`src/rtl/ex_alu_div_pkg.sv`:
```
// Shared op codes, result classes and divider state encoding for the EX stage.
package ex_alu_div_pkg;

  localparam logic [4:0] NOP_REG_ADDR = 5'b00000;

  localparam logic [7:0] EXE_AND_OP  = 8'b0010_0100;
  localparam logic [7:0] EXE_OR_OP   = 8'b0010_0101;
  localparam logic [7:0] EXE_XOR_OP  = 8'b0010_0110;
  localparam logic [7:0] EXE_NOR_OP  = 8'b0010_0111;
  localparam logic [7:0] EXE_SLL_OP  = 8'b0111_1100;
  localparam logic [7:0] EXE_SRL_OP  = 8'b0000_0010;
  localparam logic [7:0] EXE_SRA_OP  = 8'b0000_0011;
  localparam logic [7:0] EXE_SLT_OP  = 8'b0010_1010;
  localparam logic [7:0] EXE_SLTU_OP = 8'b0010_1011;
  localparam logic [7:0] EXE_ADDU_OP = 8'b0010_0001;
  localparam logic [7:0] EXE_SUBU_OP = 8'b0010_0011;
  localparam logic [7:0] EXE_MFHI_OP = 8'b0001_0000;
  localparam logic [7:0] EXE_MTHI_OP = 8'b0001_0001;
  localparam logic [7:0] EXE_MFLO_OP = 8'b0001_0010;
  localparam logic [7:0] EXE_MTLO_OP = 8'b0001_0011;
  localparam logic [7:0] EXE_DIV_OP  = 8'b0001_1010;
  localparam logic [7:0] EXE_DIVU_OP = 8'b0001_1011;

  localparam logic [2:0] EXE_RES_NOP   = 3'b000;
  localparam logic [2:0] EXE_RES_LOGIC = 3'b001;
  localparam logic [2:0] EXE_RES_SHIFT = 3'b010;
  localparam logic [2:0] EXE_RES_MOVE  = 3'b011;
  localparam logic [2:0] EXE_RES_ARITH = 3'b100;

  typedef enum logic [1:0] {
    DIV_IDLE = 2'b00,
    DIV_ON   = 2'b01,
    DIV_DONE = 2'b10
  } div_state_e;

  function automatic logic [31:0] neg32(input logic [31:0] v);
    return ~v + 32'd1;
  endfunction

endpackage

```
`src/rtl/ex_alu_div_div_iter.sv`:
```
// Iterative restoring divider: one quotient bit per cycle, signed fix-up on the way out.
module div_iter
  import ex_alu_div_pkg::*;
#(
  parameter int DIV_STEPS = 32
) (
  input  logic        clk,
  input  logic        rst,
  input  logic        start,
  input  logic        signed_div,
  input  logic        annul,
  input  logic [31:0] opdata1,
  input  logic [31:0] opdata2,
  output logic [63:0] result,
  output logic        ready
);

  localparam int CNT_W = $clog2(DIV_STEPS) + 1;

  div_state_e       state, state_n;
  logic [CNT_W-1:0] cnt, cnt_n;
  logic [63:0]      acc, acc_n;     // {remainder, quotient/dividend shift}
  logic [31:0]      dvs, dvs_n;
  logic             neg_q, neg_q_n, neg_r, neg_r_n;

  logic [32:0] partial, diff;
  logic        ge;
  logic [31:0] step_rem, abs1, abs2;

  assign abs1     = (signed_div && opdata1[31]) ? neg32(opdata1) : opdata1;
  assign abs2     = (signed_div && opdata2[31]) ? neg32(opdata2) : opdata2;
  assign partial  = acc[63:31];
  assign diff     = partial - {1'b0, dvs};
  assign ge       = partial >= {1'b0, dvs};
  assign step_rem = 32'(ge ? diff : partial);

  always_comb begin
    // NOTE: every next-state signal is defaulted first so no latch is inferred.
    state_n = state;
    cnt_n   = cnt;
    acc_n   = acc;
    dvs_n   = dvs;
    neg_q_n = neg_q;
    neg_r_n = neg_r;
    if (annul) begin
      state_n = DIV_IDLE;
      cnt_n   = '0;
    end else begin
      case (state)
        DIV_IDLE: if (start) begin
          if (opdata2 == 32'd0) begin
            state_n = DIV_DONE;
            acc_n   = {opdata1, 32'hFFFF_FFFF};
            neg_q_n = 1'b0;
            neg_r_n = 1'b0;
          end else begin
            state_n = DIV_ON;
            cnt_n   = '0;
            acc_n   = {32'd0, abs1};
            dvs_n   = abs2;
            neg_q_n = signed_div & (opdata1[31] ^ opdata2[31]);
            neg_r_n = signed_div & opdata1[31];
          end
        end
        DIV_ON: begin
          acc_n = {step_rem, acc[30:0], ge};
          cnt_n = cnt + CNT_W'(1);
          if (cnt == CNT_W'(DIV_STEPS - 1)) state_n = DIV_DONE;
        end
        DIV_DONE: state_n = DIV_IDLE;
        default:  state_n = DIV_IDLE;
      endcase
    end
  end

  // NOTE: state is updated with non-blocking assignments so every flop samples pre-edge values.
  // NOTE: the datapath is reset as well, so result reads zero straight out of reset.
  always_ff @(posedge clk or negedge rst) begin
    if (!rst) begin
      state <= DIV_IDLE;
      cnt   <= '0;
      acc   <= '0;
      dvs   <= '0;
      neg_q <= 1'b0;
      neg_r <= 1'b0;
    end else begin
      state <= state_n;
      cnt   <= cnt_n;
      acc   <= acc_n;
      dvs   <= dvs_n;
      neg_q <= neg_q_n;
      neg_r <= neg_r_n;
    end
  end

  assign result = {neg_r ? neg32(acc[63:32]) : acc[63:32],
                   neg_q ? neg32(acc[31:0])  : acc[31:0]};
  assign ready  = (state == DIV_DONE);

endmodule

```
`src/rtl/ex_alu_div.sv`:
```
// EX stage: combinational ALU, HI/LO registers and the stall request for iterative divides.
module ex_alu_div
  import ex_alu_div_pkg::*;
#(
  parameter int DIV_STEPS = 32
) (
  input  logic        clk,
  input  logic        rst,
  input  logic        flush,
  input  logic [7:0]  aluop_i,
  input  logic [2:0]  alusel_i,
  input  logic [31:0] reg1_i,
  input  logic [31:0] reg2_i,
  input  logic [4:0]  wd_i,
  input  logic        wreg_i,
  output logic [4:0]  wd_o,
  output logic        wreg_o,
  output logic [31:0] wdata_o,
  output logic        stallreq
);

  logic [31:0] hi, lo, alu_res;
  logic [63:0] div_result;
  logic        div_ready, is_div, signed_div;

  assign is_div     = (aluop_i == EXE_DIV_OP) || (aluop_i == EXE_DIVU_OP);
  assign signed_div = (aluop_i == EXE_DIV_OP);

  div_iter #(.DIV_STEPS(DIV_STEPS)) u_div (
    .clk       (clk),
    .rst       (rst),
    .start     (is_div),
    .signed_div(signed_div),
    .annul     (flush),
    .opdata1   (reg1_i),
    .opdata2   (reg2_i),
    .result    (div_result),
    .ready     (div_ready)
  );

  // Held divide commits on the edge leaving DONE, which is also when ID-EX advances.
  always_ff @(posedge clk or negedge rst) begin
    if (!rst) begin
      hi <= '0;
      lo <= '0;
    end else if (!flush) begin
      if (is_div && div_ready) begin
        hi <= div_result[63:32];
        lo <= div_result[31:0];
      end else if (aluop_i == EXE_MTHI_OP) begin
        hi <= reg1_i;
      end else if (aluop_i == EXE_MTLO_OP) begin
        lo <= reg1_i;
      end
    end
  end

  always_comb begin
    alu_res = '0;
    case (alusel_i)
      EXE_RES_NOP: alu_res = '0;
      EXE_RES_LOGIC:
        case (aluop_i)
          EXE_OR_OP:  alu_res = reg1_i | reg2_i;
          EXE_AND_OP: alu_res = reg1_i & reg2_i;
          EXE_XOR_OP: alu_res = reg1_i ^ reg2_i;
          EXE_NOR_OP: alu_res = ~(reg1_i | reg2_i);
          default:    alu_res = '0;
        endcase
      EXE_RES_SHIFT:
        case (aluop_i)
          EXE_SLL_OP: alu_res = reg1_i << reg2_i[4:0];
          EXE_SRL_OP: alu_res = reg1_i >> reg2_i[4:0];
          EXE_SRA_OP: alu_res = $signed(reg1_i) >>> reg2_i[4:0];
          default:    alu_res = '0;
        endcase
      EXE_RES_MOVE:
        case (aluop_i)
          EXE_MFHI_OP: alu_res = hi;
          EXE_MFLO_OP: alu_res = lo;
          default:     alu_res = '0;
        endcase
      EXE_RES_ARITH:
        case (aluop_i)
          EXE_ADDU_OP: alu_res = reg1_i + reg2_i;
          EXE_SUBU_OP: alu_res = reg1_i - reg2_i;
          EXE_SLT_OP:  alu_res = ($signed(reg1_i) < $signed(reg2_i)) ? 32'd1 : 32'd0;
          EXE_SLTU_OP: alu_res = (reg1_i < reg2_i) ? 32'd1 : 32'd0;
          default:     alu_res = '0;
        endcase
      default: alu_res = '0;
    endcase
  end

  always_comb begin
    wd_o    = wd_i;
    wreg_o  = wreg_i & ~is_div;
    wdata_o = alu_res;
    if (!rst) begin
      wd_o    = NOP_REG_ADDR;
      wreg_o  = 1'b0;
      wdata_o = '0;
    end
  end

  assign stallreq = rst & is_div & ~div_ready;

endmodule
```
`config.mk`:
```
export PLATFORM = sky130hd
export DESIGN_NAME = ex_alu_div
export DESIGN_NICKNAME = d
export VERILOG_FILES = /design/src/rtl/ex_alu_div_pkg.sv /design/src/rtl/ex_alu_div_div_iter.sv /design/src/rtl/ex_alu_div.sv
export SDC_FILE = /design/constraint.sdc
export NUM_CORES = 1
export LEC_CHECK = 0
export CELL_PAD_IN_SITES_DETAIL_PLACEMENT = 1
export CELL_PAD_IN_SITES_GLOBAL_PLACEMENT = 2
export CORE_AREA = 2 2 259 261
export DETAILED_ROUTE_END_ITERATION = 7
export DIE_AREA = 0 0 261 263
export PLACE_DENSITY = 0.77
export RECOVER_POWER = 100
export SLEW_MARGIN = 20
export SYNTH_ARGS = -nofsm -noshare
export SYNTH_HDL_FRONTEND = slang
export SYNTH_SLANG_ARGS = --single-unit
export TNS_END_PERCENT = 20
```
`constraint.sdc`:
```
create_clock -name clk -period 9.6 [get_ports clk]
set_input_delay 2.88 -clock clk [delete_from_list [all_inputs] [get_ports clk]]
set_output_delay 2.88 -clock clk [all_outputs]
set_load 0.005 [all_outputs]
```
==> flow_summary.ini, run 1 <==
[sta]
period_minus_slack_ns = 9.74
final-max-slew-violation-count = 225
finalSetupTns_ns = -0.386
fin_ws_ns = -0.142
final-setup-viol-count = 6
rsz0062_at_grt = true
hold_slack_ns = 0.482
tightest_slew_ns = 3.61
finClkSkew_ns = 0.0131
slew_headroom_pct = -140
fin_crit_sh_pct = 101
hold_violations = 0
max_freq_ghz = 0.103

[detailed_routing]
wire_per_inst_um = 29.0
drc = 0
drt-pass1-iter-count = 5
drt-initial-drc-count = 2309
vias_per_cell = 6.12
final_antenna_net_count = 0
wl_um = 116000
num_vias = 24500

[critical_path]
arrival_ns = 6.86
crit_top_cell = buf_4
end_kind = primary output
slowest_stage = clkdlybuf4s50_1
start_kind = primary input
cpPeakStageDelay_ns = 0.56
path_class = primary input to primary output
critPathMaxFanout = 8
cp.required_ns = 6.72
cp_cell_sequence = clkdlybuf4s50_1 -> buf_4 -> buf_4 -> fa_1 -> a211o_1 -> a21oi_1 -> buf_4 -> nand2_1 -> a221o_2 -> a31oi_1 -> buf_4 -> nor2_1 -> nor3_2 -> a21oi_1 -> xnor2_1 -> o21ai_0 -> clkdlybuf4s50_1
reg2reg_depth = 6

[power_and_ir_drop]
swShare_pct = 44.1
powerDensity_nw_per_um2 = 124
intPower_mw = 1.83
p_sw_mw = 1.44
vdd_drop_max_mv = 0.136
clock_power_share_pct = 21.8
p_leak_nw = 11.3
pwr-share-seq_pct = 29.0
total_power_mw = 3.28
combPwrFrac_pct = 49.2

[synth]
synthesis.nets = 3107
yosysSeqAreaShare_pct = 19.7
synth_area_um2 = 21600
syn_avg_cell_area_um2 = 7.48
synth_ff_type = dfrtp_1
synth_cell_types = 80
yosys_warnings = 0
async_flop_share_pct = 100
synth-seq-cells = 170
synth_edf_count = 0
postSynthCellCount = 2883

[layout]
nFillCells = 8037
area_growth_syn_to_layout_pct = 22.4
antennaDiodeCount = 0
postLayoutCoreUtil_pct = 40.2
drive_gt1_share_pct = 16.5
final_nets = 3355

[die]
die_x_um = 261
die-area_um2 = 68600
io_pins = 123
initial_utilization_pct = 32.8
rows = 94
design.core.area_um2 = 65600
die_h_um = 263

[clock_network]
cts_buffers = 17
clk_path_buf_depth = 2
clock_latency_ns = 0.47
cts_root_buf = clkbuf_16
cts_tree = yes
clkTransAtPathRegs_ns = 0.08
numClockSinks = 170
h-tree-depth = 4
cts_hold_buf = 0

[hold_path]
holdCritPathClass = flip-flop to flip-flop
hold_depth = 2

[flow_run]
cap_violations = 6

[placement]
gp_congestion = 0.979
dpl_worst_slack_ns = -0.477
dp_hpwl_um = 92100
port_buffers = 122

[outcome]
violations = capacitance limit, slew limit, setup timing
status = finished, violations left

[global_routing]
grt_usage_pct = 33.2
first_global_vias = 24800
grt_max_degree = 101
grt_overflow_total = 0
grt_pass1_wl_um = 170000
antenna_found_initial = 3
[per-stage QoR]
step,cell area [um2],instances
floorplan,21600,2883
global placement,25600,3972
detailed placement,25600,3972
CTS,26300,4006
global route,26400,4008
finish,26400,4008
[worst max-delay path: cells and delay by family]
family | cells | cell delay (ns)
adders and majority gates | 1 | 0.44
xor gates and xnor gates | 1 | 0.17
buffers and inverters | 6 | 1.65
and+or+nand+nor | 3 | 0.32
AOI/OAI and AO/OA | 6 | 1.38
[power by group through the flow]
stage          Sequential, mW  Combinational (mW)  Clock [mW]
2_1_floorplan           0.914               0.988           0
3_3_place_gp            0.950                1.53           0
3_5_place_dp            0.959                1.56           0
4_1_cts                 0.945                1.58       0.728
5_1_grt                 0.964                1.74       0.755
6_report                0.950                1.61       0.716
[cell families (layout without fill, tap and decap cells)]
family,count (synthesis),in the layout,synth area share (%)
xor+xnor,214,214,8.69
fa+ha+maj,140,140,8.23
flops,170,170,19.7
buf+inv,369,630,6.47
simple gates,942,942,19.7
compound gates,889,889,26.4
mux,159,159,10.7
[final cells by class]
class                           instances  area (um2)  area share (%)
Multi-Input combinational cell       2344       16100            61.1
Sequential cell                       170        4250            16.1
Timing Repair Buffer                  459        3800            14.4
Tap cell                              864        1080            4.10
Inverter                              139         522            1.98
Clock buffer                           17         425            1.61
Clock inverter                         15         175           0.664
[Yosys cell counts, types with 6 or more instances]
cell type	count	share of area (%)
o21bai_1	12	0.42
a31oi_1	29	0.84
buf_1	39	0.68
o22ai_1	50	1.5
nand2b_1	22	0.64
mux2_2	22	1.1
a311oi_1	6	0.24
o21ai_0	167	3.9
o31ai_1	97	3.4
or2_2	9	0.26
or3_1	24	0.70
nor2b_1	17	0.49
o21a_1	11	0.38
xor2_1	22	0.89
nor4_1	31	0.90
nor3_1	37	0.86
buf_2	8	0.19
ha_1	137	8.0
nand4_1	25	0.73
mux4_2	55	5.7
nand2_1	228	4.0
and2_1	15	0.44
o221ai_1	10	0.41
o211ai_1	14	0.49
nand3_1	57	1.3
a221oi_1	39	1.6
and3_1	14	0.41
or4_1	8	0.28
a2111oi_0	6	0.24
a211oi_1	43	1.5
a21oi_1	257	6.0
o41ai_1	13	0.53
mux2i_1	82	3.8
a211o_1	11	0.45
nor3b_1	7	0.24
a22oi_1	31	1.1
clkbuf_1	183	3.2
a41oi_1	6	0.24
inv_1	136	2.4
xnor2_1	192	7.8
a21o_1	48	1.7
dfrtp_1	170	20
nor2_1	422	7.3
[routing by layer]
metal / GRT usage [%] / vias to the layer above / wire, um
met5: 0 / - / 10
met1: 45.9 / 12600 / 51400
met2: 53.5 / 889 / 53300
li1: - / 10900 / -
met4: 12.0 / 2 / 4820
met3: 3.18 / 163 / 6540
[path summary, 6_finish.rpt]
check | endpoint | start | slack [ns]
max in group asynchronous | hi[14]$_DFFE_PN0P_ | rst | 2.04
max reg2reg | hi[26]$_DFFE_PN0P_ | u_div.state[1]$_DFFE_PN0P_ | 4.51
min reg2reg | lo[30]$_DFFE_PN0P_ | lo[30]$_DFFE_PN0P_ | 0.48
max | wdata_o[14] | reg1_i[1] | -0.14
min in group asynchronous | u_div.dvs[0]$_DFFE_PN0P_ | rst | 2.30
min | lo[30]$_DFFE_PN0P_ | lo[30]$_DFFE_PN0P_ | 0.48
[layout by cell type, fill, tap and decap left out, drive strengths merged, types with 15 or more instances in the layout]
master / instances
a211oi: 43
a21o: 48
a21oi: 258
a221oi: 39
a22oi: 31
a31oi: 29
and2: 15
buf: 331
clkbuf: 32
clkdlybuf4s50: 87
dfrtp: 170
ha: 137
inv: 146
mux2: 22
mux2i: 82
mux4: 55
nand2: 228
nand2b: 22
nand3: 57
nand4: 25
nor2: 422
nor2b: 17
nor3: 38
nor4: 33
o21ai: 170
o22ai: 50
o31ai: 99
or3: 25
xnor2: 192
xor2: 22
[sequential cells by signal, indices dropped and copies added (netlist names)]
signal and count:
u_div.acc 64, hi 32, lo 32, u_div.dvs 32, u_div.cnt 6, u_div.state 2, u_div.neg_q 1, u_div.neg_r 1
[what timing repair did]
item	in CTS	in global routing
setup buffers	2	2
pin swaps	7	13
endpoints found under the hold margin	0	0
setup endpoints to repair	23	22
gates resized for setup	28	37
Note: power is estimated with default switching activity, not from simulation.
==> run 2, diff against run 1 <==
PLACE_DENSITY = 0.75   (was 0.77)
==> run 2 against run 1 <==
  * Sequential cell count did not move
  * Register-to-register slack improved by 0.20 ns
  * Via count decreased by 2.0%
  * The flow finishes with violations (capacitance limit, slew limit)
  * Maximum frequency is 1.6% higher
  * Global-route usage rose by 0.14 points
  * Largest cell class unchanged
  * Clock skew up 0.0014 ns
  * Largest power group unchanged
  * Highest routed layer unchanged
  * Combinational power is essentially flat
  * First-iteration DRC count fell by 7.9%
==> flow_summary.ini, run 2 (same netlist as run 1, synthesis figures left out) <==
[outcome]
status = finished, violations left
violations = capacitance limit, slew limit

[die]
die-area_um2 = 68600
die_x_um = 261
rows = 94
io_pins = 123
design.core.area_um2 = 65600
initial_utilization_pct = 32.8
die_h_um = 263

[critical_path]
slowest_stage = clkdlybuf4s50_1
cp_top_family = buffers and inverters
path_class = primary input to primary output
start_kind = primary input
end_kind = primary output
cpPeakStageDelay_ns = 0.50
startpoint = reg1_i[0]
crit_top_cell = buf_4
worst-path-buf-inv = 7
arrival_ns = 6.71
cp.required_ns = 6.72
critPathMaxFanout = 6
r2r_start = u_div.state[1]$_DFFE_PN0P_
cp_cell_sequence = clkdlybuf4s50_1 -> buf_4 -> inv_1 -> ha_2 -> inv_1 -> fa_1 -> nor2b_1 -> o21ai_1 -> a31oi_1 -> buf_4 -> a221o_1 -> buf_4 -> a21o_1 -> a211oi_2 -> xnor2_1 -> nand2_1 -> nand3_1 -> clkdlybuf4s50_1

[placement]
place_inst = 3934
port_buffers = 122
gp_congestion = 0.938
dp_hpwl_um = 91100

[sta]
hold_violations = 0
period_minus_slack_ns = 9.59
tightest_slew_ns = 3.89
rsz0062_at_grt = true
finalSetupTns_ns = 0
finClkSkew_ns = 0.0145
fin_crit_sh_pct = 99.9
slew_headroom_pct = -159
final-max-slew-violation-count = 279
max_freq_ghz = 0.104
final-setup-viol-count = 0

[global_routing]
grt_pass1_wl_um = 170000
grt_usage_pct = 33.3
antenna_found_initial = 2
grt_max_degree = 147
first_global_vias = 24500
grt_overflow_total = 0

[layout]
final_nets = 3319
nFillCells = 8090
final_cells = 3972
multi_input_area_um2 = 16100
drive_gt1_share_pct = 15.4
layout_common_cells = 419 x nor2_1, 285 x buf_4, 256 x a21oi_1, 227 x nand2_1, 191 x xnor2_1
regArea_um2 = 4260
max_flop_register = u_div.acc
final_common_cell = nor2_1
antennaDiodeCount = 0
area_growth_syn_to_layout_pct = 21.1
largest_register_ffs = 64

[clock_network]
h-tree-depth = 4
clk_path_buf_depth = 2
numClockSinks = 170
cts_buffers = 17
cts_root_buf = clkbuf_16
clock_latency_ns = 0.47
clkTransAtPathRegs_ns = 0.07
cts_tree = yes

[hold_path]
holdCritPathClass = flip-flop to flip-flop
hp-start = u_div.dvs[31]$_DFFE_PN0P_

[detailed_routing]
drt-initial-drc-count = 2127
num_vias = 24100
drt-pass1-iter-count = 5
wire_per_inst_um = 29.2
vias_per_cell = 6.06
drc = 0
final_antenna_net_count = 0
wl_um = 116000

[power_and_ir_drop]
powerDensity_nw_per_um2 = 126
total_power_mw = 3.29
p_leak_nw = 11.3
vdd_drop_max_mv = 0.113

[flow_run]
cap_violations = 4
[run 2: worst paths after layout]
kind                       depth (start not counted)  slack [ns]                         to
setup reg to reg                                   5        4.71         hi[31]$_DFFE_PN0P_
setup / recovery                                  18        0.01                wdata_o[22]
min in group asynchronous                          1        2.33          lo[5]$_DFFE_PN0P_
hold / removal                                     2        0.47  u_div.dvs[31]$_DFFE_PN0P_
max in group asynchronous                          2        3.00    u_div.neg_r$_DFFE_PN0P_
hold reg to reg                                    2        0.47  u_div.dvs[31]$_DFFE_PN0P_
[run 2: layout make-up]
type,instances,share of cell area (%)
timing repair buffer,423,13.6
inverter,139,2.00
clock buffer,18,1.64
sequential,170,16.3
multi-input combinational,2344,61.6
clock inverter,14,0.618
tap,864,4.14
[run 2: stage by stage]
stage | hold slack (ns) | utilization (%) | worst slack, ns | instance area (um2)
6_report | 0.468 | 39.8 | 0.0103 | 26100
5_1_grt | 0.501 | 39.8 | -0.160 | 26100
4_1_cts | 0.475 | 39.7 | -0.128 | 26000
3_5_place_dp | 0.461 | 38.6 | -0.491 | 25300
3_3_place_gp | 0.454 | 38.6 | -0.472 | 25300
2_1_floorplan | 0.439 | - | 0.163 | 21600
[run 2: worst min-delay path: stages (launching register included)]
cell and delay, ns:
dfrtp_1 0.34, nand2_1 0.05, nand2_1 0.05
[run 2: per-layer routing]
layer  track usage (%)  vias up  share of wire [%]
met5                 0        -              0.010
met4              13.5        2                4.4
met3              3.93      156                5.8
met2              51.2      871                 44
met1              47.1    12200                 46
li1                  -    10800                  -
[run 2: what timing repair did]
action | in CTS | in global routing
gates cloned | 0 | 0
pin swaps | 8 | 11
hold buffers | 0 | 0
endpoints found under the setup margin | 21 | 20
buffers inserted | 4 | 1
resized for setup | 26 | 33
[run 2: power breakdown]
part / leakage (nW) / switching [mW] / total [mW] / internal [mW]
clock: 0.290 / 0.340 / 0.731 / 0.391
combinational: 8.77 / 0.946 / 1.61 / 0.661
sequential: 2.19 / 0.131 / 0.948 / 0.817
